$ cat src/rtl/store_narrow_rmw.sv
`default_nettype none
// ============================================================================
// Module   : store_narrow_rmw
// Purpose  : Narrows byte/half/word stores onto a byte-enable-less word memory,
//            using read-modify-write for sub-word stores.
// Revision : 1.0
// ============================================================================

module store_narrow_rmw #(
  parameter int ADDR_W = 32
) (
  input  logic              clk,
  input  logic              rst,
  input  logic              st_valid,
  output logic              st_ready,
  input  logic [ADDR_W-1:0] st_addr,
  input  logic [31:0]       st_data,
  input  logic [1:0]        st_size,
  output logic              st_done,
  output logic              st_err,
  output logic              mem_req,
  output logic              mem_we,
  output logic [ADDR_W-1:0] mem_addr,
  output logic [31:0]       mem_wdata,
  input  logic [31:0]       mem_rdata,
  input  logic              mem_ack
);

  localparam logic [2:0] S_IDLE  = 3'd0;
  localparam logic [2:0] S_RD    = 3'd1;
  localparam logic [2:0] S_MERGE = 3'd2;
  localparam logic [2:0] S_WR    = 3'd3;
  localparam logic [2:0] S_DONE  = 3'd4;

  localparam logic [1:0] SZ_BYTE = 2'b00;
  localparam logic [1:0] SZ_HALF = 2'b01;
  localparam logic [1:0] SZ_WORD = 2'b10;

  logic [2:0]        state_q, state_d;
  logic [ADDR_W-1:0] addr_q,  addr_d;
  logic [15:0]       data_q,  data_d;
  logic [1:0]        size_q,  size_d;
  logic              err_q,   err_d;
  logic [31:0]       rdata_q, rdata_d;
  logic [31:0]       wdata_q, wdata_d;

  logic              accept;
  logic              illegal;
  logic [31:0]       merged;

  assign accept = st_valid & (state_q == S_IDLE);

  always_comb begin
    illegal = 1'b0;
    case (st_size)
      SZ_BYTE: illegal = 1'b0;
      SZ_HALF: illegal = st_addr[0];
      SZ_WORD: illegal = (st_addr[1:0] != 2'b00);
      default: illegal = 1'b1;
    endcase
  end

  // Only the addressed lane(s) take store data; every other lane keeps the read value.
  always_comb begin
    merged = rdata_q;
    case (size_q)
      SZ_BYTE: merged[{addr_q[1:0], 3'b000} +: 8]  = data_q[7:0];
      SZ_HALF: merged[{addr_q[1], 4'b0000} +: 16] = data_q[15:0];
      default: merged = rdata_q;
    endcase
  end

  always_comb begin
    state_d = state_q;
    addr_d  = addr_q;
    data_d  = data_q;
    size_d  = size_q;
    err_d   = err_q;
    rdata_d = rdata_q;
    wdata_d = wdata_q;
    case (state_q)
      S_IDLE: begin
        if (accept) begin
          addr_d = st_addr;
          data_d = st_data[15:0];
          size_d = st_size;
          err_d  = illegal;
          if (illegal) begin
            state_d = S_DONE;
          end else if (st_size == SZ_WORD) begin
            wdata_d = st_data;
            state_d = S_WR;
          end else begin
            state_d = S_RD;
          end
        end
      end
      S_RD: begin
        if (mem_ack) begin
          rdata_d = mem_rdata;
          state_d = S_MERGE;
        end
      end
      S_MERGE: begin
        wdata_d = merged;
        state_d = S_WR;
      end
      S_WR: begin
        if (mem_ack) begin
          state_d = S_DONE;
        end
      end
      S_DONE: begin
        state_d = S_IDLE;
      end
      default: begin
        state_d = S_IDLE;
      end
    endcase
  end

  always_ff @(posedge clk) begin
    if (rst) begin
      state_q <= S_IDLE;
      addr_q  <= '0;
      data_q  <= '0;
      size_q  <= '0;
      err_q   <= 1'b0;
      rdata_q <= '0;
      wdata_q <= '0;
    end else begin
      state_q <= state_d;
      addr_q  <= addr_d;
      data_q  <= data_d;
      size_q  <= size_d;
      err_q   <= err_d;
      rdata_q <= rdata_d;
      wdata_q <= wdata_d;
    end
  end

  // Outputs decode straight from registered state, so they cannot move during an ack wait.
  assign st_ready  = (state_q == S_IDLE);
  assign st_done   = (state_q == S_DONE);
  assign st_err    = (state_q == S_DONE) & err_q;
  assign mem_req   = (state_q == S_RD) | (state_q == S_WR);
  assign mem_we    = (state_q == S_WR);
  assign mem_addr  = {addr_q[ADDR_W-1:2], 2'b00};
  assign mem_wdata = wdata_q;

endmodule

`default_nettype wire
$ cat config.mk
export PLATFORM = sky130hd
export DESIGN_NAME = store_narrow_rmw
export DESIGN_NICKNAME = d
export VERILOG_FILES = /design/src/rtl/store_narrow_rmw.sv
export SDC_FILE = /design/constraint.sdc
export NUM_CORES = 1
export LEC_CHECK = 0
export ABC_CLOCK_PERIOD_IN_PS = 3400
export CAP_MARGIN = 20
export CORE_ASPECT_RATIO = 0.75
export CORE_MARGIN = 2
export CORE_UTILIZATION = 40
export CTS_CLUSTER_SIZE = 25
export DETAILED_ROUTE_END_ITERATION = 10
export GPL_TIMING_DRIVEN = 1
export PLACE_DENSITY = 0.7
export RECOVER_POWER = 100
export SLEW_MARGIN = 10
export SYNTH_ARGS = -nofsm -noshare
export SYNTH_HDL_FRONTEND = slang
export SYNTH_SLANG_ARGS = --single-unit
$ cat constraint.sdc
create_clock -name clk -period 3.4 [get_ports clk]
set_input_delay 0.68 -clock clk [delete_from_list [all_inputs] [get_ports clk]]
set_output_delay 0.68 -clock clk [all_outputs]
set_load 0.02 [all_outputs]
==> flow_summary.toml, run 1 <==
[placed_design]
dp_slack_ns = 0.712
portBuffers = 168
gp_congestion = 0.905
hpwl_mm = 11.6
dp.cells = 938

[clock_network]
postCtsResizedCells = 0
root_buffer = "clkbuf_16"
ctsHoldBuffers = 0
clock-sinks = 118
htree_levels = 4
numCtsBuffers = 17
cts_tree = "yes"
post_cts_buffers = 0
clock_latency_ns = 0.42
clock_path_buffers = 2
clk_pin_slew_ns = 0.05

[final_layout]
register_area_um2 = 2360
fill_cells = 1171
multi_input_area_um2 = 2390
nNetsFinal = 894
final_common_cell = "nand2_1"
drive_gt1_share_pct = 5.88
fin_cells = 971
antenna_cells = 0
final_cell_mix = "nand2_1, dfxtp_1, clkdlybuf4s50_1"
syn2layout_area_growth_pct = 41.3

[setup_path]
critPathLaunchType = "input pin"
cp.required_ns = 3.68
cp-end-kind = "flop"
cp_max_fo = 45
crit_type = "input pin to flop"
crit_arrival_ns = 3.17

[floorplan]
core_area_um2 = 12900
chipWidth_um = 136
die_y_um = 103
dieArea_um2 = 14000
top_level_ports = 171
rows = 36
start_util_pct = 40.6

[global_route]
grt_pass1_vias = 4929
grt_pass1_wl_mm = 25.8
track_usage_pct = 23.9
grt.overflow.total = 0
antenna_found_initial = 0
grt_max_degree = 52

[detailed_routing]
vias = 5229
routed_wl_mm = 16.5
dr.first_iter.drc_count = 407
wl_per_cell_um = 17.0
dr.pass1.iters = 4
drc = 0
vias_per_cell = 5.39
antenna_left = 0

[outcome]
status = "finished with violations"
violations = "capacitance limit, slew limit"

[logic_synthesis]
syn-cell-area_um2 = 5240
ys_seq_area_share_pct = 45.1
syn_inst = 666
syn_avg_cell_area_um2 = 7.86
ys_warn_count = 0
synth_seq_cells = 118
ys_types = 38

[sta]
period_share_pct = 85.0
finalHoldViolations = 0
worstMarginPinSlew_ns = 1.72
relSlewSlack_pct = -14.8
rsz0062_at_grt = "no"
setup_slack_ns = 0.509
finalSetupViolations = 0
max_freq_ghz = 0.346
finClkSkew_ns = 0.00501
slew_violations = 84
fin_tns_setup_ns = 0
min_period_ns = 2.89

[hold_path]
worstHoldPathType = "flop to flop"

[power]
ir_drop_mv = 0.412
power_density_nw_per_um2 = 575
power.internal_mw = 3.12
clkPwrFrac_pct = 46.3
comb_power_share_pct = 16.9
sw_frac_of_total_pct = 26.7
leakage_nw = 2.83
pwr-share-seq_pct = 36.8
p_sw_mw = 1.14

[job]
cap_violations = 2
## power by group through the flow
| stage | Sequential (mW) | Combinational, mW | Clock (mW) |
|---|---|---|---|
| 2_1_floorplan | 1.61 | 0.404 | 0 |
| 3_3_place_gp | 1.59 | 0.723 | 0 |
| 3_5_place_dp | 1.59 | 0.737 | 0 |
| 4_1_cts | 1.57 | 0.741 | 1.99 |
| 5_1_grt | 1.58 | 0.777 | 2.05 |
| 6_report | 1.57 | 0.717 | 1.97 |
## worst max-delay path, cell delays in order
cell and delay (ns):
buf_4 0.39, clkbuf_1 1.04, nor3_1 0.41, a221oi_1 0.54, a32oi_1 0.08
## worst paths after layout
| check | from | endpoint | slack [ns] | depth (start not counted) |
|---|---|---|---|---|
| setup / recovery | rst | mem_wdata[31] | 0.51 | 5 |
| setup reg to reg | state_q[0] | rdata_q[19] | 0.89 | 5 |
| hold / removal | err_q | err_q | 0.45 | 2 |
| hold reg to reg | err_q | err_q | 0.45 | 2 |
## layout make-up
type	instances	area share, %
inverters	6	0.305
multi-input cells	464	32.3
well taps	171	2.89
clock buffers	19	5.99
repair buffers	180	23.8
flip-flops and latches	118	31.9
clock inverters	13	2.76
## synth_stat cells, drive strengths merged
library cell | n | area [um2]
nand2 | 236 | 886
dfxtp | 118 | 2360
a21oi | 93 | 465
buf | 52 | 360
clkbuf | 27 | 103
a32oi | 24 | 210
a31oi | 17 | 106
nand3 | 17 | 85.1
a221oi | 16 | 140
nor2b | 9 | 56.3
mux2i | 8 | 80.1
nor3 | 6 | 41.3
ha | 5 | 62.6
and2 | 4 | 25.0
inv | 4 | 15.0
and3 | 3 | 18.8
nand2b | 3 | 18.8
nor2 | 3 | 11.3
a21o | 2 | 15.0
clkinv | 2 | 7.51
mux2 | 2 | 22.5
nand3b | 2 | 15.0
nor4b | 2 | 32.5
o21a | 2 | 15.0
o21ai | 2 | 10.0
and3b | 1 | 8.76
conb | 1 | 3.75
o22a | 1 | 8.76
o22ai | 1 | 12.5
o41ai | 1 | 16.3
or3b | 1 | 8.76
or4 | 1 | 11.3
## state kept, by name, summed over array words and instances (netlist names)
name	cells
addr_q	32
mem_wdata	32
rdata_q	32
data_q	16
state_q	3
size_q	2
err_q	1
## routing by layer
layer	global-route usage (%)	vias to the layer above	routed length [um]
met5	0	-	0
met4	9.54	0	280
met3	6.15	28	1270
met2	35.3	210	7150
met1	33.4	2496	7750
li1	-	2495	-
## kinds of logic after synthesis
family	count (synthesis)	synth area share, %
AND/OR/NAND/NOR	288	23.3
AO/OA/AOI/OAI	159	19.1
adder cells (fa/ha/maj)	5	1.20
other	1	0.0716
multiplexers	10	1.96
buffers and inverters	85	9.27
flip-flops	118	45.1
## metrics by stage
| stage | power [mW] | hold WS, ns | area [um2] | utilization [%] |
|---|---|---|---|---|
| floorplan | 2.01 | 0.430 | 5240 | - |
| global placement | 2.31 | 0.437 | 6750 | 52.4 |
| detailed placement | 2.33 | 0.442 | 6750 | 52.4 |
| CTS | 4.30 | 0.450 | 7400 | 57.4 |
| global route | 4.41 | 0.465 | 7400 | 57.4 |
| finish | 4.25 | 0.450 | 7400 | 57.4 |
No activity file was read; power rests on OpenSTA's default activity.
==> run 2, diff against run 1 <==
--- a/config.mk
+++ b/config.mk
@@ -15,7 +15,7 @@
 export GPL_TIMING_DRIVEN = 1
 export PLACE_DENSITY = 0.7
 export RECOVER_POWER = 100
-export SLEW_MARGIN = 10
+export SLEW_MARGIN = 40
 export SYNTH_ARGS = -nofsm -noshare
 export SYNTH_HDL_FRONTEND = slang
 export SYNTH_SLANG_ARGS = --single-unit
==> run 2 against run 1 <==
Effect of this change:
- the flow still finishes with violations (capacitance limit, slew limit)
- global-route usage is 0.42 points lower
- routed wire length is 1.0% lower
- combinational power hardly changed
- core utilization is 0.61 points lower
- sequential cell count stayed put
- sequential share of layout area is 0.34 points higher
- non-clock buffer count is 1 lower
- first-iteration DRC count is 10% higher
- die area stayed put
- critical path depth stayed put
- register-to-register slack better by 0.02 ns
- critical path type unchanged
- largest cell class unchanged
- highest routed layer unchanged
==> flow_summary.toml, run 2 (synthesis gave the netlist of run 1 again) <==
[setup_path]
max_stage_delay_ns = 0.91
cp.required_ns = 3.70
cpMaxStageDelayCell = "clkbuf_1"
crit_chain = "clkbuf_2 > buf_4 > clkbuf_1 > nor3_1 > o21a_1"
crit_type = "input pin to flop"
cp-end-kind = "flop"
critPathLaunchType = "input pin"
crit_arrival_ns = 3.02
cp_max_fo = 45

[detailed_routing]
wl_per_cell_um = 16.8
antenna_left = 0
drc = 0
dr.first_iter.drc_count = 449
vias_per_cell = 5.31
dr.pass1.iters = 5
routed_wl_mm = 16.3
vias = 5142

[power]
ir_drop_mv = 0.381
leakage_nw = 2.81
power_density_nw_per_um2 = 547

[final_layout]
fin_cells = 968
antenna_cells = 0
nNetsFinal = 893
final_common_cell = "nand2_1"
syn2layout_area_growth_pct = 39.8
drive_gt1_share_pct = 6.02
final_cell_mix = "nand2_1, dfxtp_1, clkdlybuf4s50_1"
fill_cells = 1177

[floorplan]
core_area_um2 = 12900
start_util_pct = 40.6
rows = 36
top_level_ports = 171
dieArea_um2 = 14000
die_y_um = 103
chipWidth_um = 136

[clock_network]
ctsHoldBuffers = 0
clock_path_buffers = 2
numCtsBuffers = 17
clock-sinks = 118
clock_latency_ns = 0.41
postCtsResizedCells = 0
cts_tree = "yes"
htree_levels = 4
root_buffer = "clkbuf_16"
post_cts_buffers = 0
clk_pin_slew_ns = 0.05

[sta]
worstMarginPinSlew_ns = 1.75
finalSetupViolations = 0
period_share_pct = 80.0
max_freq_ghz = 0.368
fin_tns_setup_ns = 0
hold_slack_ns = 0.450
slew_violations = 85
rsz0062_at_grt = "no"
min_period_ns = 2.72
finClkSkew_ns = 0.00788
relSlewSlack_pct = -17.0
finalHoldViolations = 0

[placed_design]
portBuffers = 168
gp_congestion = 0.905
dp.cells = 938
hpwl_mm = 11.6

[job]
cap_violations = 2

[global_route]
antenna_found_initial = 0
grt_pass1_vias = 4927
grt_max_degree = 52
track_usage_pct = 23.5
grt_pass1_wl_mm = 25.4
grt.overflow.total = 0

[outcome]
status = "finished with violations"
violations = "capacitance limit, slew limit"

[hold_path]
worstHoldPathType = "flop to flop"
run 2: cell types whose count changed in the layout (fill, tap and decap cells not counted), sizes merged:
cell and change:
clkinv +5, clkinvlp -4, bufinv -3, clkbuf -2
buf +1, clkdlybuf4s50 -1, dlygate4sd3 +1
run 2: worst paths after layout:
check / endpoint / slack, ns / depth (start not counted) / startpoint
setup / recovery: state_q[1] / 0.68 / 5 / rst
hold / removal: err_q / 0.45 / 2 / err_q
setup reg to reg: rdata_q[19] / 0.91 / 5 / state_q[0]
hold reg to reg: err_q / 0.45 / 2 / err_q
run 2: per-layer routing:
metal,global-route usage (%),vias up,wire (um)
li1,-,2484,-
met1,33.4,2409,7640
met2,34.5,226,7000
met3,6.78,23,1390
met4,6.97,0,273
met5,0,-,0
run 2: final cells by class:
| type | count | area, um2 | share of cell area [%] |
|---|---|---|---|
| Sequential cell | 118 | 2360 | 32.3 |
| Inverter | 6 | 22.5 | 0.308 |
| Timing Repair Buffer | 179 | 1750 | 23.9 |
| Multi-Input combinational cell | 464 | 2400 | 32.9 |
| Tap cell | 171 | 214 | 2.92 |
| Clock inverter | 11 | 109 | 1.49 |
| Clock buffer | 19 | 453 | 6.19 |
run 2: where the power goes:
part | internal (mW) | switching [mW]
Combinational | 0.316 | 0.403
Sequential | 1.49 | 0.0758
Clock | 1.10 | 0.618
Total | 2.90 | 1.10
run 2: metrics by stage:
stage / utilization [%] / cell area, um2 / total power, mW / setup WS [ns]
final: 56.8 / 7320 / 4.00 / 0.679
after detailed placement: 52.6 / 6780 / 2.34 / 0.699
after CTS: 57.0 / 7340 / 4.05 / 0.730
after floorplan: - / 5240 / 2.01 / 1.42
after global placement: 52.4 / 6750 / 2.31 / 0.737
after global routing: 56.8 / 7320 / 4.17 / 0.461
run 2: worst max-delay path: cells and delay by family:
family | cells | cell delay (ns)
compound gates | 1 | 0.15
buf+inv | 3 | 2.06
simple gates | 1 | 0.11
==> run 3, diff against run 2 <==
--- a/config.mk
+++ b/config.mk
@@ -5,7 +5,7 @@
 export SDC_FILE = /design/constraint.sdc
 export NUM_CORES = 1
 export LEC_CHECK = 0
-export ABC_CLOCK_PERIOD_IN_PS = 3400
+export ABC_CLOCK_PERIOD_IN_PS = 2500
 export CAP_MARGIN = 20
 export CORE_ASPECT_RATIO = 0.75
 export CORE_MARGIN = 2
@@ -13,7 +13,7 @@
 export CTS_CLUSTER_SIZE = 25
 export DETAILED_ROUTE_END_ITERATION = 10
 export GPL_TIMING_DRIVEN = 1
-export PLACE_DENSITY = 0.7
+export PLACE_DENSITY = 0.73
 export RECOVER_POWER = 100
 export SLEW_MARGIN = 40
 export SYNTH_ARGS = -nofsm -noshare
==> constraint.sdc (replaced) <==
create_clock -name clk -period 2.5 [get_ports clk]
set_input_delay 0.5 -clock clk [delete_from_list [all_inputs] [get_ports clk]]
set_output_delay 0.5 -clock clk [all_outputs]
set_load 0.02 [all_outputs]
==> run 3 against run 2 <==
Effect of this change:
- the run now ends clean
- sequential share of layout area is 0.59 points lower
- cell area increased by 1.9%
- first-iteration DRC count decreased by 35%
- die area stayed put
- clock power up 55%
- worst hold slack lost 0.095 ns
- combinational power up 39%
- register-to-register slack got worse by 0.73 ns
- routed wire length fell by 0.52%
- critical path type is now flop to output pin
- largest cell class unchanged
==> flow_summary.toml, run 3 (synthesis gave the netlist of run 1 again) <==
[power]
pwr-share-seq_pct = 36.7
p_sw_mw = 1.52
power_density_nw_per_um2 = 775
total_power_mw = 5.78
sw_frac_of_total_pct = 26.2
ir_drop_mv = 0.575
clkPwrFrac_pct = 45.9
leakage_nw = 2.87
power.internal_mw = 4.26
comb_power_share_pct = 17.3

[global_route]
grtUsageMet2_pct = 35.9
grt.overflow.total = 0
antenna_found_initial = 0
grt-busiest-layer = "met2"
grt_max_degree = 52
track_usage_pct = 23.5
use_met1_pct = 30.0
grt_pass1_wl_mm = 25.4
grtUsageMet3_pct = 9.05
grt_pass1_vias = 4952

[clock_network]
root_buffer = "clkbuf_16"
ctsHoldBuffers = 0
numCtsBuffers = 17
clk_pin_slew_ns = 0.05
postCtsResizedCells = 0
clock-sinks = 118
clock_path_buffers = 2
post_cts_buffers = 0
cts_tree = "yes"
htree_levels = 4
clock_latency_ns = 0.41

[placed_design]
portBuffers = 168
hpwl_mm = 11.3
gp_congestion = 0.860
dp.cells = 946
dp_slack_ns = 0.218

[sta]
finClkSkew_ns = 0.00947
slew_violations = 0
fin_tns_setup_ns = 0
relSlewSlack_pct = 54.4
hold_slack_ns = 0.355
finalHoldViolations = 0
worstMarginPinSlew_ns = 0.685
setup_slack_ns = 0.155
rsz0062_at_grt = "no"
finalSetupViolations = 0
period_share_pct = 93.8
max_freq_ghz = 0.426
min_period_ns = 2.35

[floorplan]
top_level_ports = 171
die_y_um = 103
chipWidth_um = 136
core_area_um2 = 12900
dieArea_um2 = 14000
rows = 36
start_util_pct = 40.6

[setup_path]
reg2regPathDepth = 6
rr_endpoint = "mem_wdata[15]"
critPathLaunchType = "flop"
cp-end-kind = "output pin"
cp_max_fo = 9
crit_arrival_ns = 1.85
cp.required_ns = 2.00
timing.rr.start = "addr_q[0]"
crit_type = "flop to output pin"
r2r_setup_slack_ns = 0.18
cp-startpoint = "state_q[2]"
crit_end = "st_ready"

[final_layout]
fill_cells = 1157
nNetsFinal = 901
multi_input_area_um2 = 2380
register_area_um2 = 2360
syn2layout_area_growth_pct = 42.4
final_common_cell = "nand2_1"
antenna_cells = 0
drive_gt1_share_pct = 7.31
final_cell_mix = "nand2_1, dfxtp_1, clkdlybuf4s50_1"
fin_cells = 978

[detailed_routing]
dr.pass1.iters = 5
vias_per_cell = 5.35
dr.first_iter.drc_count = 292
drc = 0
vias = 5230
routed_wl_mm = 16.2
wl_per_cell_um = 16.6
antenna_left = 0

[outcome]
status = "finished, final reports clean"

[job]
cap_violations = 0

[hold_path]
worstHoldPathType = "input pin to flop"
-- run 3: cell count changes in the layout (fill, tap and decap cells not counted), sizes merged --
cell,change
buf,+7
bufinv,+3
clkbuf,+1
clkdlybuf4s50,+2
clkinv,-4
clkinvlp,+2
dlygate4sd3,-2
inv,+1
-- run 3: cell type report --
type	instances	area share [%]
clock buffer	19	5.94
timing repair buffer	187	24.5
clock inverter	13	2.72
tap	171	2.87
multi-input combinational	464	32.0
sequential	118	31.7
inverter	6	0.302
-- run 3: worst min-delay path by stage --
stage           startpoint            end  slack [ns]  depth (start not counted)
6_report               rst    rdata_q[15]        0.36                          2
2_1_floorplan  rdata_q[24]  mem_wdata[24]        0.43                          2
3_5_place_dp     data_q[2]      data_q[2]        0.44                          2
3_3_place_gp     data_q[0]      data_q[0]        0.44                          2
5_1_grt                rst    rdata_q[15]        0.36                          2
4_1_cts                rst    rdata_q[15]        0.32                          2
-- run 3: routing by layer --
| layer | up-vias | routed length, um | share of wire, % |
|---|---|---|---|
| met5 | - | 0 | 0 |
| met1 | 2396 | 6980 | 43 |
| li1 | 2504 | - | - |
| met3 | 36 | 1880 | 12 |
| met2 | 294 | 7000 | 43 |
| met4 | 0 | 344 | 2.1 |
-- run 3: critical path, cell delays in order (launching register included) --
cell	delay [ns]
dfxtp_1	0.38
nor3_1	0.32
dlygate4sd3_1	0.74
-- run 3: through the flow --
| stage | utilization, % | cell area [um2] |
|---|---|---|
| after floorplan | - | 5240 |
| after global placement | 53.1 | 6840 |
| after detailed placement | 53.1 | 6840 |
| after CTS | 58.1 | 7480 |
| after global routing | 57.9 | 7460 |
| final | 57.9 | 7460 |
-- run 3: power by group through the flow --
stage          Combinational (mW)  Clock (mW)  Sequential, mW
6_report                     1.00        2.65            2.12
2_1_floorplan               0.549           0            2.19
5_1_grt                      1.08        2.77            2.14
3_5_place_dp                 1.03           0            2.16
3_3_place_gp                 1.01           0            2.16
4_1_cts                      1.04        2.68            2.13
